===== config.mk =====
export PLATFORM = sky130hd
export DESIGN_NAME = uart_icb_stream_bridge
export DESIGN_NICKNAME = d
export VERILOG_FILES = /design/src/rtl/uart_icb_stream_bridge.sv
export SDC_FILE = /design/constraint.sdc
export NUM_CORES = 1
export LEC_CHECK = 0
export ABC_CLOCK_PERIOD_IN_PS = 2000
export BUFFER_PORTS_ARGS = -buffer_cell sky130_fd_sc_hd__buf_2
export CORE_MARGIN = 10
export CORE_UTILIZATION = 44
export DETAILED_ROUTE_END_ITERATION = 12
export PLACE_DENSITY = 0.91
export SKIP_CTS_REPAIR_TIMING = 1
export SYNTH_ARGS = -nofsm -noshare
export SYNTH_HDL_FRONTEND = slang
export SYNTH_SLANG_ARGS = --single-unit
export TNS_END_PERCENT = 20

===== constraint.sdc =====
create_clock -name clk -period 2 [get_ports clk]
set_clock_uncertainty 0.15 [all_clocks]
set_input_delay 0.3 -clock clk [delete_from_list [all_inputs] [get_ports clk]]
set_output_delay 0.3 -clock clk [all_outputs]
set_load 0.03 [all_outputs]

===== src/rtl/uart_icb_stream_bridge.sv =====
// ---------------------------------------------------------------------------
// uart_icb_stream_bridge
//
// ICB master placed directly in front of sirv_uart_top. After reset it
// programs the baud divider and enables TX and RX. It then moves bytes
// between two valid/ready streams and the UART data registers:
//   - An upstream byte is latched into a one-entry TX holding register. It is
//     written to txdata once a txdata read reports the FIFO as not full.
//   - rxdata is polled while the one-entry RX holding register is empty. A
//     non-empty read is presented on the downstream stream.
// When both directions want the bus, they take turns.
//
// Ports
//   clk, rst_n          clock, asynchronous active-low reset
//   o_icb_cmd_*         ICB command channel (valid/ready, addr, read, wdata)
//   o_icb_rsp_*         ICB response channel (valid/ready, rdata)
//   tx_valid/ready/data upstream byte stream into the bridge
//   rx_valid/ready/data downstream byte stream out of the bridge
//   init_done           high once the init register writes have completed
// ---------------------------------------------------------------------------
module uart_icb_stream_bridge #(
  parameter logic [31:0] BASE_ADDR = 32'h0000_0000,
  parameter logic [31:0] DIV_VAL   = 32'd138
) (
  input  logic        clk,
  input  logic        rst_n,
  output logic        o_icb_cmd_valid,
  input  logic        o_icb_cmd_ready,
  output logic [31:0] o_icb_cmd_addr,
  output logic        o_icb_cmd_read,
  output logic [31:0] o_icb_cmd_wdata,
  input  logic        o_icb_rsp_valid,
  output logic        o_icb_rsp_ready,
  input  logic [31:0] o_icb_rsp_rdata,
  input  logic        tx_valid,
  output logic        tx_ready,
  input  logic [7:0]  tx_data,
  output logic        rx_valid,
  input  logic        rx_ready,
  output logic [7:0]  rx_data,
  output logic        init_done
);

  localparam logic [31:0] OFS_TXDATA = 32'h00;
  localparam logic [31:0] OFS_RXDATA = 32'h04;
  localparam logic [31:0] OFS_TXCTRL = 32'h08;
  localparam logic [31:0] OFS_RXCTRL = 32'h0C;
  localparam logic [31:0] OFS_DIV    = 32'h18;

  typedef enum logic [2:0] {
    S_INIT_DIV, S_INIT_TXC, S_INIT_RXC, S_IDLE, S_TXCHK, S_TXWR, S_RXRD
  } state_t;

  typedef enum logic {PH_CMD, PH_RSP} phase_t;

  typedef struct packed {
    logic [31:0] addr;
    logic        read;
    logic [31:0] wdata;
  } cmd_t;

  // Bus command issued on entry to each non-IDLE state.
  function automatic cmd_t cmd_for(state_t s, logic [7:0] tx_byte);
    cmd_t c;
    c.addr  = BASE_ADDR;
    c.read  = 1'b0;
    c.wdata = '0;
    case (s)
      S_INIT_DIV: begin c.addr = BASE_ADDR + OFS_DIV;    c.wdata = DIV_VAL; end
      S_INIT_TXC: begin c.addr = BASE_ADDR + OFS_TXCTRL; c.wdata = 32'h1;   end
      S_INIT_RXC: begin c.addr = BASE_ADDR + OFS_RXCTRL; c.wdata = 32'h1;   end
      S_TXCHK:    begin c.addr = BASE_ADDR + OFS_TXDATA; c.read  = 1'b1;    end
      S_TXWR:     begin c.addr = BASE_ADDR + OFS_TXDATA; c.wdata = {24'h0, tx_byte}; end
      S_RXRD:     begin c.addr = BASE_ADDR + OFS_RXDATA; c.read  = 1'b1;    end
      default:    ;
    endcase
    return c;
  endfunction

  state_t      state_q, state_d;
  phase_t      phase_q, phase_d;
  logic        cmd_valid_q, cmd_valid_d;
  cmd_t        cmd_q, cmd_d;
  logic        rsp_ready_q, rsp_ready_d;
  logic        init_done_q, init_done_d;
  logic        last_was_tx_q, last_was_tx_d;
  logic        tx_full_q;
  logic [7:0]  tx_byte_q;
  logic        rx_full_q;
  logic [7:0]  rx_byte_q;

  logic        launch;
  state_t      launch_state;
  logic        tx_clear;
  logic        rx_load;
  logic        rdata_unused;

  // Only the full/empty flag and the data byte of a read are meaningful.
  assign rdata_unused = ^o_icb_rsp_rdata[30:8];

  // -------------------------------------------------------------------------
  // Next-state and registered-output logic
  // -------------------------------------------------------------------------
  always_comb begin
    // NOTE: every signal written here gets a default first, so no path can
    // leave one unassigned and infer a latch.
    state_d       = state_q;
    phase_d       = phase_q;
    cmd_valid_d   = cmd_valid_q;
    cmd_d         = cmd_q;
    rsp_ready_d   = rsp_ready_q;
    init_done_d   = init_done_q;
    last_was_tx_d = last_was_tx_q;
    launch        = 1'b0;
    launch_state  = state_q;
    tx_clear      = 1'b0;
    rx_load       = 1'b0;

    case (state_q)
      S_IDLE: begin
        // With both sides wanting the bus, last_was_tx hands it to the other.
        if (tx_full_q && (rx_full_q || !last_was_tx_q)) begin
          launch        = 1'b1;
          launch_state  = S_TXCHK;
          last_was_tx_d = 1'b1;
        end else if (!rx_full_q) begin
          launch        = 1'b1;
          launch_state  = S_RXRD;
          last_was_tx_d = 1'b0;
        end
      end

      default: begin
        if (phase_q == PH_CMD) begin
          if (!cmd_valid_q) begin
            // Only reachable straight out of reset: the first command goes
            // out on the first clock edge after release.
            launch       = 1'b1;
            launch_state = state_q;
          end else if (o_icb_cmd_ready) begin
            cmd_valid_d = 1'b0;
            rsp_ready_d = 1'b1;
            phase_d     = PH_RSP;
          end
        end else if (o_icb_rsp_valid) begin
          rsp_ready_d = 1'b0;
          state_d     = S_IDLE;
          case (state_q)
            S_INIT_DIV: begin launch = 1'b1; launch_state = S_INIT_TXC; end
            S_INIT_TXC: begin launch = 1'b1; launch_state = S_INIT_RXC; end
            S_INIT_RXC: init_done_d = 1'b1;
            S_TXCHK: begin
              // FIFO full: keep the byte and retry from IDLE.
              if (!o_icb_rsp_rdata[31]) begin
                launch       = 1'b1;
                launch_state = S_TXWR;
              end
            end
            S_TXWR:  tx_clear = 1'b1;
            S_RXRD:  rx_load  = !o_icb_rsp_rdata[31];
            default: ;
          endcase
        end
      end
    endcase

    if (launch) begin
      state_d     = launch_state;
      phase_d     = PH_CMD;
      cmd_valid_d = 1'b1;
      cmd_d       = cmd_for(launch_state, tx_byte_q);
    end
  end

  // -------------------------------------------------------------------------
  // State, bus outputs and holding registers
  // -------------------------------------------------------------------------
  // NOTE: the holding registers are reset along with the FSM; a reset must
  // discard any pending byte rather than replay it after init.
  always_ff @(posedge clk or negedge rst_n) begin
    if (!rst_n) begin
      state_q       <= S_INIT_DIV;
      phase_q       <= PH_CMD;
      cmd_valid_q   <= 1'b0;
      cmd_q         <= '0;
      rsp_ready_q   <= 1'b0;
      init_done_q   <= 1'b0;
      last_was_tx_q <= 1'b0;
      tx_full_q     <= 1'b0;
      tx_byte_q     <= '0;
      rx_full_q     <= 1'b0;
      rx_byte_q     <= '0;
    end else begin
      // NOTE: non-blocking assignments throughout, so every register samples
      // the pre-edge values regardless of statement order.
      state_q       <= state_d;
      phase_q       <= phase_d;
      cmd_valid_q   <= cmd_valid_d;
      cmd_q         <= cmd_d;
      rsp_ready_q   <= rsp_ready_d;
      init_done_q   <= init_done_d;
      last_was_tx_q <= last_was_tx_d;

      // Capture and clear cannot coincide: tx_ready is low while full.
      if (tx_valid && tx_ready) begin
        tx_full_q <= 1'b1;
        tx_byte_q <= tx_data;
      end else if (tx_clear) begin
        tx_full_q <= 1'b0;
      end

      // Load and drain cannot coincide: RXRD is only issued while empty.
      if (rx_load) begin
        rx_full_q <= 1'b1;
        rx_byte_q <= o_icb_rsp_rdata[7:0];
      end else if (rx_full_q && rx_ready) begin
        rx_full_q <= 1'b0;
      end
    end
  end

  assign o_icb_cmd_valid = cmd_valid_q;
  assign o_icb_cmd_addr  = cmd_q.addr;
  assign o_icb_cmd_read  = cmd_q.read;
  assign o_icb_cmd_wdata = cmd_q.wdata;
  assign o_icb_rsp_ready = rsp_ready_q;
  assign tx_ready        = init_done_q & ~tx_full_q;
  assign rx_valid        = rx_full_q;
  assign rx_data         = rx_byte_q;
  assign init_done       = init_done_q;

endmodule


### Word level (Yosys, flattened, before mapping)

Cells that the tools add are included.

| storage, ports and cells | value |
|---|---|
| register bits | 91 |
| bits of input ports | 46 |
| output and inout port bits | 78 |
| logic and storage cells | 103 |

| cells by class | value |
|---|---|
| eq/ne operators | 15 |
| multiplexer cells | 50 |
| bitwise gates (word level) | 3 |
| reduce and logical (&&, ||, !) cells | 22 |

Operators by type and width:

| kind | count |
|---|---|
| two-way mux 1 bit | 36 |
| two-way mux 3 bit | 10 |
| case mux 8 bit (3 select lines) | 1 |
| case mux 5 bit (4 select lines) | 1 |
| equality test 3 bit, second input constant | 6 |
| nonzero test 2 bit | 6 |
| equality test 3 x 2 -> 1 bit, second input constant | 3 |
| case mux 3 bit (3 select lines) | 1 |
| AND reduction 4 bit | 2 |
| equality test 3 x 1 -> 1 bit, second input constant | 2 |
| logical NOT 3 bit | 2 |
| OR reduction 2 bit | 3 |
| inequality test 2 x 1 -> 1 bit, second input constant | 2 |
| inequality test 2 bit, second input constant | 2 |
| AND reduction 2 bit | 2 |
| logical AND 1 bit | 3 |
| AND reduction 3 bit | 1 |
| logical NOT 1 bit | 2 |
| NOT 1 bit | 2 |
| case mux 1 bit (2 select lines) | 1 |
| bitwise AND 1 bit | 1 |
| logical OR 1 bit | 1 |

### Longest topological paths before layout

Gate-level depths: netlist (run 1).

| depth | value |
|---|---|
| depth after elaboration | 8 |
| gate-level depth with buffers | 7 |
| gate-level depth less buffers | 5 |

### Least setup slack after synthesis (run 1)

Ideal clock, no wire load.

| timing | value |
|---|---|
| path kind | reg2reg |
| start point | reg init_done_q (netlist: init_done) |
| end point | reg tx_byte_q[0] |
| arrival | 1,706 ps |
| data required time | 1,725 ps |
| setup slack | 19 ps |
| cell stages (with the launch flop) | 4 |
| buffers on the path | 0 |
| clock period less this slack | 1,981 ps |
| cell sequence | dfrtp_1 > nor2b_1 > nand2_1 > mux2_2 |

| between the ends | value |
|---|---|
| cells in the longest elaborated chain, start to end | 2 |

Ends and longest elaborated chain:

| what | line | source |
|---|---|---|
| start: declaration | 85 | `logic init_done_q, init_done_d;` |
| start signal: assignment | 201 | `init_done_q <= init_done_d;` |
| bitwise AND 1 bit | 227 | `assign tx_ready = init_done_q & ~tx_full_q;` |
| named net tx_ready | 36 | `output logic tx_ready,` |
| logical AND 1 bit | 205 | `if (tx_valid && tx_ready) begin` |
| end signal: assignment | 207 | `tx_byte_q <= tx_data;` |
| end: declaration | 88 | `logic [7:0] tx_byte_q;` |

The timed path passes the listed nets, and every way through them passes these cells.
A chain may end at the register's enable or synchronous reset.

### Worst setup path after layout (run 1)

| timing | value |
|---|---|
| start point | reg state_q[0] |
| end point | reg cmd_q, in the netlist o_icb_cmd_wdata[0] |

| between the ends | value |
|---|---|
| cells in the longest elaborated chain, start to end | 8 |

Ends and longest elaborated chain:

| what | line | source |
|---|---|---|
| start: declaration | 80 | `state_t state_q, state_d;` |
| start signal: assignment | 196 | `state_q <= state_d;` |
| equality test 3 bit (tied with other cells) | 148 | `case (state_q)` |
| case mux 3 bit (3 select lines) | 148 |  |
| two-way mux 3 bit | 145 | `end else if (o_icb_rsp_valid) begin` |
| two-way mux 3 bit | 134 | `if (phase_q == PH_CMD) begin` |
| two-way mux 3 bit | 119 | `case (state_q)` |
| equality test 3 x 2 -> 1 bit / equality test 3 x 1 -> 1 bit (equally long branches) | 68 | `case (s)` |
| OR reduction 2 bit (no source line) | -- |  |
| case mux 8 bit (3 select lines) | 68 |  |
| end signal: assignment | 199 | `cmd_q <= cmd_d;` |
| end: declaration | 83 | `cmd_t cmd_q, cmd_d;` |

Parallel ways exist; a longest one is shown, timed or not.

==> results.md, run 1 <==
- WHS: slightly below 90 ps
- Tcrit/Tclk final: a little over nine tenths
- RePlAce Congestion: around 0.83
- CTS buffer count: 5
- Post-layout min period: between 1500 and 2000 ps
- Initial antenna violation count: 0
- Syn avg cell area: roughly 10 um^2
- Post-synthesis mux area share: 9.11%
- Reg2Reg Depth: 4
- Footprint of the multi-input gates: approximately 970 um^2
- WHS Path Cells: 2
- Commonest non-fill, non-tap cell in the layout: conb_1
- Largest net degree at the start of global routing: 39
- Final Instance Count excl. Fillers: 332
- Die Ht: approximately 91 um
- CP required: 2040 ps
- Initial core utilization: 46.2%
- Outcome: finished clean
- Fill count: 449
- Register area: 951 um^2
- Clock latency on the worst-skew pair: 290 ps
- Asr flop ratio synth: between 90% and 100%
- H-tree Lvls: 2
- NumNets Final: approximately 310
- Dominant synthesized flop cell: dfrtp_1
- Main combinational cell family by area after synthesis: buffers and inverters
- IO Port Bufs: 47
- EDFF count, synth: 0
- Congestion Overflow GR: 0
- Core Area: between 4000 and 5000 um^2
- Area grow syn2layout: 10.5%
- Final setup viols: 0
- Kind of critical path: flop to flop
- Vias/cell: 4.59
- Drt pass-1 iters: 4
- Critical Path AT: between 1500 and 2000 ps
- Site Rows: 25
- Fin. max-slew vios: 0
- Clock sink count: 38
- Yosys cell types: 39
- Number of global-route vias before repair: 1657
- Register area share after synthesis: between 40% and 50%
- DRT iter0 DRCs: 47
- RSZ-0062 raised after global routing: false
- GRT Total Usage: between 10% and 20%
- Adder-cell area share of the yosys netlist: 0%
- Max cap viols: 0
- Antenna Nets Post-Route: 0
- Compound-Gate Fraction of Synth Area: 15.1%
- Setup crit end kind: flop
- Clock buffer depth: 2
- Maximum VDD drop: around 1.0 mV
- Design Power: 3.99 mW
- # IOs: around 120
- Residual DRC: 0
- Dpl cells: between 300 and 400
- Most frequent cells in the layout: 53 x conb_1, 47 x buf_2, 38 x dfrtp_1, 19 x nand2_1, 17 x mux2_2
- Die ar.: 8260 um^2
- Layout cells sized above 1: about a third
- #FFs+latches synth: 38
- Global-route wire length before repair: between 7 and 8 mm
- Post-Synth Simple-Gate Area: around 10%
- YS warnings: 0
- Clk slew on worst S/H paths: 70 ps
- XOR/XNOR Fraction of Synth Area: less than 1%
- Fmax: 523 MHz
- Hold crit path type: input port to flop
- Post-Syn Area: about 2200 um^2
- CP startpoint kind: flop
- DIE WIDTH: 90.9 um
- Leakage: between 1 and 1.5 nW
- Maximum fanout along the worst path: 11
- Hold Fails Final Rpt: 0
- Root buffer cell: clkbuf_8
- Setup total negative slack: 0 ps
- Total number of vias: 1524
- Cells after Synth: around 210
- DP Wirelength: 3.96 mm
- PwrDens: roughly 1600 nW/um^2
- DRT Wirelength: a little under 5 mm
- N_diodes: 0
- Avg WL per Cell: about 15 um
- CTS tree: done
[logic make-up (layout without fill, tap and decap cells)]
kind of cell	count (synthesis)	in the layout
AOI/OAI and AO/OA	41	41
xor gates and xnor gates	1	1
buffers and inverters	67	68
DFF	38	38
muxes	18	18
other	1	53
and+or+nand+nor	46	46
[report_power, final]
| group | total [mW] | switching, mW | internal (mW) | leakage, nW |
|---|---|---|---|---|
| Sequential | 1.34 | 0.245 | 1.10 | 0.467 |
| Combinational | 2.00 | 1.27 | 0.727 | 0.740 |
| Clock | 0.656 | 0.257 | 0.399 | 0.0573 |
| Total | 3.99 | 1.77 | 2.22 | 1.27 |
[sequential cells by signal (all words and copies together) (netlist names)]
name             cells
init_done            1
rx_data              8
last_was_tx_q        1
state_q              3
o_icb_cmd_read       1
o_icb_cmd_wdata      8
phase_q              1
tx_full_q            1
o_icb_cmd_valid      1
tx_byte_q            8
o_icb_cmd_addr       3
rx_valid             1
o_icb_rsp_ready      1
[worst max-delay path, cell delays in order, from the launching register on]
cell	delay [ps]
dfrtp_1	570
nor3_1	130
a31o_2	300
o2bb2ai_4	280
mux2_2	370
[layer usage]
| layer | share of wire, % | vias to the layer above | global-route usage (%) |
|---|---|---|---|
| met3 | 15 | 5 | 7.73 |
| met5 | 0 | - | 0 |
| met4 | 1.3 | 0 | 3.52 |
| met1 | 37 | 726 | 11.3 |
| met2 | 47 | 72 | 19.1 |
| li1 | - | 721 | - |
[final timing paths]
path	startpoint	to	slack (ps)
worst max-delay path	state_q[0]	o_icb_cmd_wdata[0]	90
worst min-delay path	o_icb_rsp_rdata[1]	rx_data[1]	90
worst max register to register	state_q[0]	o_icb_cmd_wdata[0]	90
worst min register to register	o_icb_cmd_addr[2]	o_icb_cmd_addr[2]	330
max in group asynchronous	rst_n	phase_q	940
min in group asynchronous	rst_n	o_icb_cmd_addr[3]	430
[stage by stage]
step	setup slack (ps)	area, um^2	utilization (%)
floorplan	19.3	2410	-
global placement	146	2320	48.5
detailed placement	118	2320	48.5
CTS	107	2430	50.8
global route	18.1	2440	51.0
finish	88.9	2440	51.0
[Yosys cell counts (2+ instances only)]
cell type / n / area (um^2)
buf_4: 55 / 413
dfrtp_1: 38 / 951
nand2_1: 19 / 71.3
mux2_2: 17 / 191
nor2_1: 8 / 30.0
o21ai_0: 8 / 40.0
a31oi_1: 6 / 37.5
nor2b_1: 6 / 37.5
inv_1: 5 / 18.8
a21oi_1: 4 / 20.0
nand3_1: 4 / 20.0
a22o_1: 3 / 26.3
buf_2: 3 / 15.0
buf_6: 3 / 33.8
nand2b_1: 3 / 18.8
o31ai_2: 3 / 37.5
a21o_1: 2 / 15.0
o21a_1: 2 / 15.0
o21bai_1: 2 / 15.0
o31ai_1: 2 / 15.0
[cell type report]
cell class	count	share of cell area [%]
Multi-Input combinational cell	159	39.8
Inverter	5	0.768
Tap cell	67	3.43
Clock inverter	1	1.23
Clock buffer	6	3.38
Timing Repair Buffer	56	12.5
Sequential cell	38	38.9
Power figures use the tool's default switching activity.
==> run 2: changes to the inputs <==
- GPL_TIMING_DRIVEN: unset -> 0
- SLEW_MARGIN: unset -> 20
==> run 2 against run 1 <==
The flow now finishes with violations (hold timing); die area unchanged; wire length increased by 5.8%; final cell count rose by 16%; via count rose by 11%; sequential cell count stayed put; critical path depth increased by 1; non-clock buffer count up 52; global-route usage up 0.55 points; hold slack lost 130 ps; sequential share of layout area decreased by 5.3 points; fmax up 5.5%; final area grew 16%; critical path type unchanged; critical endpoint unchanged.
==> results.md, run 2 (synthesis gave the netlist of run 1 again) <==
- Critical path's slowest cell: dfrtp_1 (unchanged)
- Post-layout min period: 1810 ps (was 1910 ps)
- Outcome: finished with violations (was finished clean)
- Core Area: 4790 um^2 (unchanged)
- Max cap viols: 0 (unchanged)
- Commonest non-fill, non-tap cell in the layout: buf_4 (was conb_1)
- Clock sink count: 38 (unchanged)
- Residual DRC: 0 (unchanged)
- Die ar.: 8260 um^2 (unchanged)
- Avg WL per Cell: 13.4 um (was 14.6 um)
- CP required: 2080 ps (was 2040 ps)
- NumNets Final: 363 (was 311)
- Most frequent cells in the layout: 55 x buf_4, 53 x conb_1, 49 x buf_2, 38 x dfrtp_1, 19 x nand2_1 (was 53 x conb_1, 47 x buf_2, 38 x dfrtp_1, 19 x nand2_1, 17 x mux2_2)
- Critical Path AT: 1890 ps (was 1950 ps)
- Largest net degree at the start of global routing: 39 (unchanged)
- Failing checks: hold timing
- Crit. path cell count: 5 (was 4)
- CTS buffer count: 5 (unchanged)
- Critical Path Source: state_q[1] (was state_q[0])
- IO Port Bufs: 46 (was 47)
- Clock buffer depth: 2 (unchanged)
- Initial core utilization: 46.2% (unchanged)
- Pin slew with the least headroom to its limit: 835 ps
- Number of global-route vias before repair: 1671 (was 1657)
- Antenna Nets Post-Route: 0 (unchanged)
- Setup crit end kind: flop (unchanged)
- Hold Fails Final Rpt: 38 (was 0)
- Site Rows: 25 (unchanged)
- Reg2Reg Depth: 5 (was 4)
- Leakage: 1.55 nW (was 1.27 nW)
- Layout cells sized above 1: 44.0% (was 33.6%)
- Clk slew on worst S/H paths: 70 ps (about the same)
- DP Wirelength: 4.14 mm (was 3.96 mm)
- Final setup viols: 0 (unchanged)
- Setup crit end: o_icb_cmd_wdata[0] (unchanged)
- Max incr delay on CP: 450 ps (was 570 ps)
- Rel. slew slack: 44.3%
- Worst path cell trace: nand3b_2 -> a21oi_1 -> o22ai_2 -> o32ai_1 -> mux2_2 (was nor3_1 -> a31o_2 -> o2bb2ai_4 -> mux2_2)
- Initial antenna violation count: 0 (unchanged)
- Crit Reg-Reg Endpoint: o_icb_cmd_wdata[0] (unchanged)
- DRT Wirelength: 5.14 mm (was 4.86 mm)
- Fmax: 552 MHz (was 523 MHz)
- CTS tree: done (unchanged)
- FF-to-FF Start: state_q[1] (was state_q[0])
- R2R Setup Slk: 190 ps (was 90 ps)
- N_diodes: 0 (unchanged)
- Hold crit path type: input port to async pin (was input port to flop)
- WP buf/inv: 0 (unchanged)
- DRT iter0 DRCs: 58 (was 47)
- Tcrit/Tclk final: 90.6% (was 95.6%)
- Kind of critical path: flop to flop (unchanged)
- PwrDens: 1440 nW/um^2 (was 1640 nW/um^2)
- RSZ-0062 raised after global routing: false (unchanged)
- H-tree Lvls: 2 (unchanged)
- Area grow syn2layout: 27.8% (was 10.5%)
- GRT Total Usage: 12.0% (was 11.5%)
- DIE WIDTH: 90.9 um (unchanged)
- Final Core Density: 59.1% (was 51.0%)
- Fin. max-slew vios: 0 (unchanged)
- Global-route wire length before repair: 8.20 mm (was 7.99 mm)
- Die Ht: 90.9 um (unchanged)
- Clock latency on the worst-skew pair: 290 ps (about the same)
- RePlAce Congestion: 0.882 (was 0.829)
- CP startpoint kind: flop (unchanged)
- WHS: -42.3 ps (was 88.3 ps)
- Drt pass-1 iters: 4 (unchanged)
- CP top delay family: compound AO/OA/AOI/OAI gates (unchanged)
- Vias/cell: 4.41 (was 4.59)
- Congestion Overflow GR: 0 (unchanged)
- Maximum VDD drop: 0.836 mV (was 1.04 mV)
- Total number of vias: 1699 (was 1524)
- Root buffer cell: clkbuf_8 (unchanged)
- # IOs: 124 (unchanged)
- Setup total negative slack: 0 ps (unchanged)
- Maximum fanout along the worst path: 6 (was 11)
## run 2: cell types whose count changed in the layout (fill, tap and decap cells not counted)
cell / previous run / this run
buf_4: 8 / 55
clkbuf_8: 6 / 5
buf_1: 0 / 1
buf_2: 47 / 49
clkbuf_1: 0 / 2
dlygate4sd3_1: 1 / 0
buf_6: 0 / 3
## run 2: power by group
part	total [mW]	switching (mW)	internal [mW]
sequential	1.30	0.205	1.10
combinational	2.13	1.33	0.799
clock	0.632	0.259	0.373
total	4.06	1.80	2.27
## run 2: through the flow
stage	cell area, um^2	worst slack (ps)	hold WS [ps]	total power, mW	instances
floorplan	2410	19.3	-146	2.93	264
global placement	2720	344	277	3.37	377
detailed placement	2720	295	298	3.44	377
CTS	2830	219	-22.6	4.08	385
global route	2830	87.5	7.44	4.33	385
finish	2830	188	-42.3	4.06	385
## run 2: worst min-delay path by stage
stage                        end  slack [ps]  cells past startpoint
global placement    tx_byte_q[3]         280                      1
detailed placement    rx_data[7]         300                      1
floorplan              init_done        -150                      0
finish                rx_data[3]         -40                      1
CTS                   rx_data[3]         -20                      1
global route          rx_data[7]           7                      1
## run 2: layer usage
| metal | global-route usage, % | routed length [um] | part of all wire [%] |
|---|---|---|---|
| met5 | 0 | 0 | 0 |
| met4 | 5.09 | 93 | 1.8 |
| met3 | 7.07 | 720 | 14 |
| met2 | 19.0 | 2360 | 46 |
| met1 | 12.8 | 1970 | 38 |
## run 2: area by class of cell
| class | count | area, um^2 |
|---|---|---|
| Clock inverter | 1 | 30.0 |
| Inverter | 5 | 18.8 |
| Tap cell | 67 | 83.8 |
| Fill cell | 422 | 1960 |
| Multi-Input combinational cell | 159 | 971 |
| Sequential cell | 38 | 951 |
| Buffer | 62 | 465 |
| Clock buffer | 7 | 76.3 |
| Timing Repair Buffer | 46 | 230 |
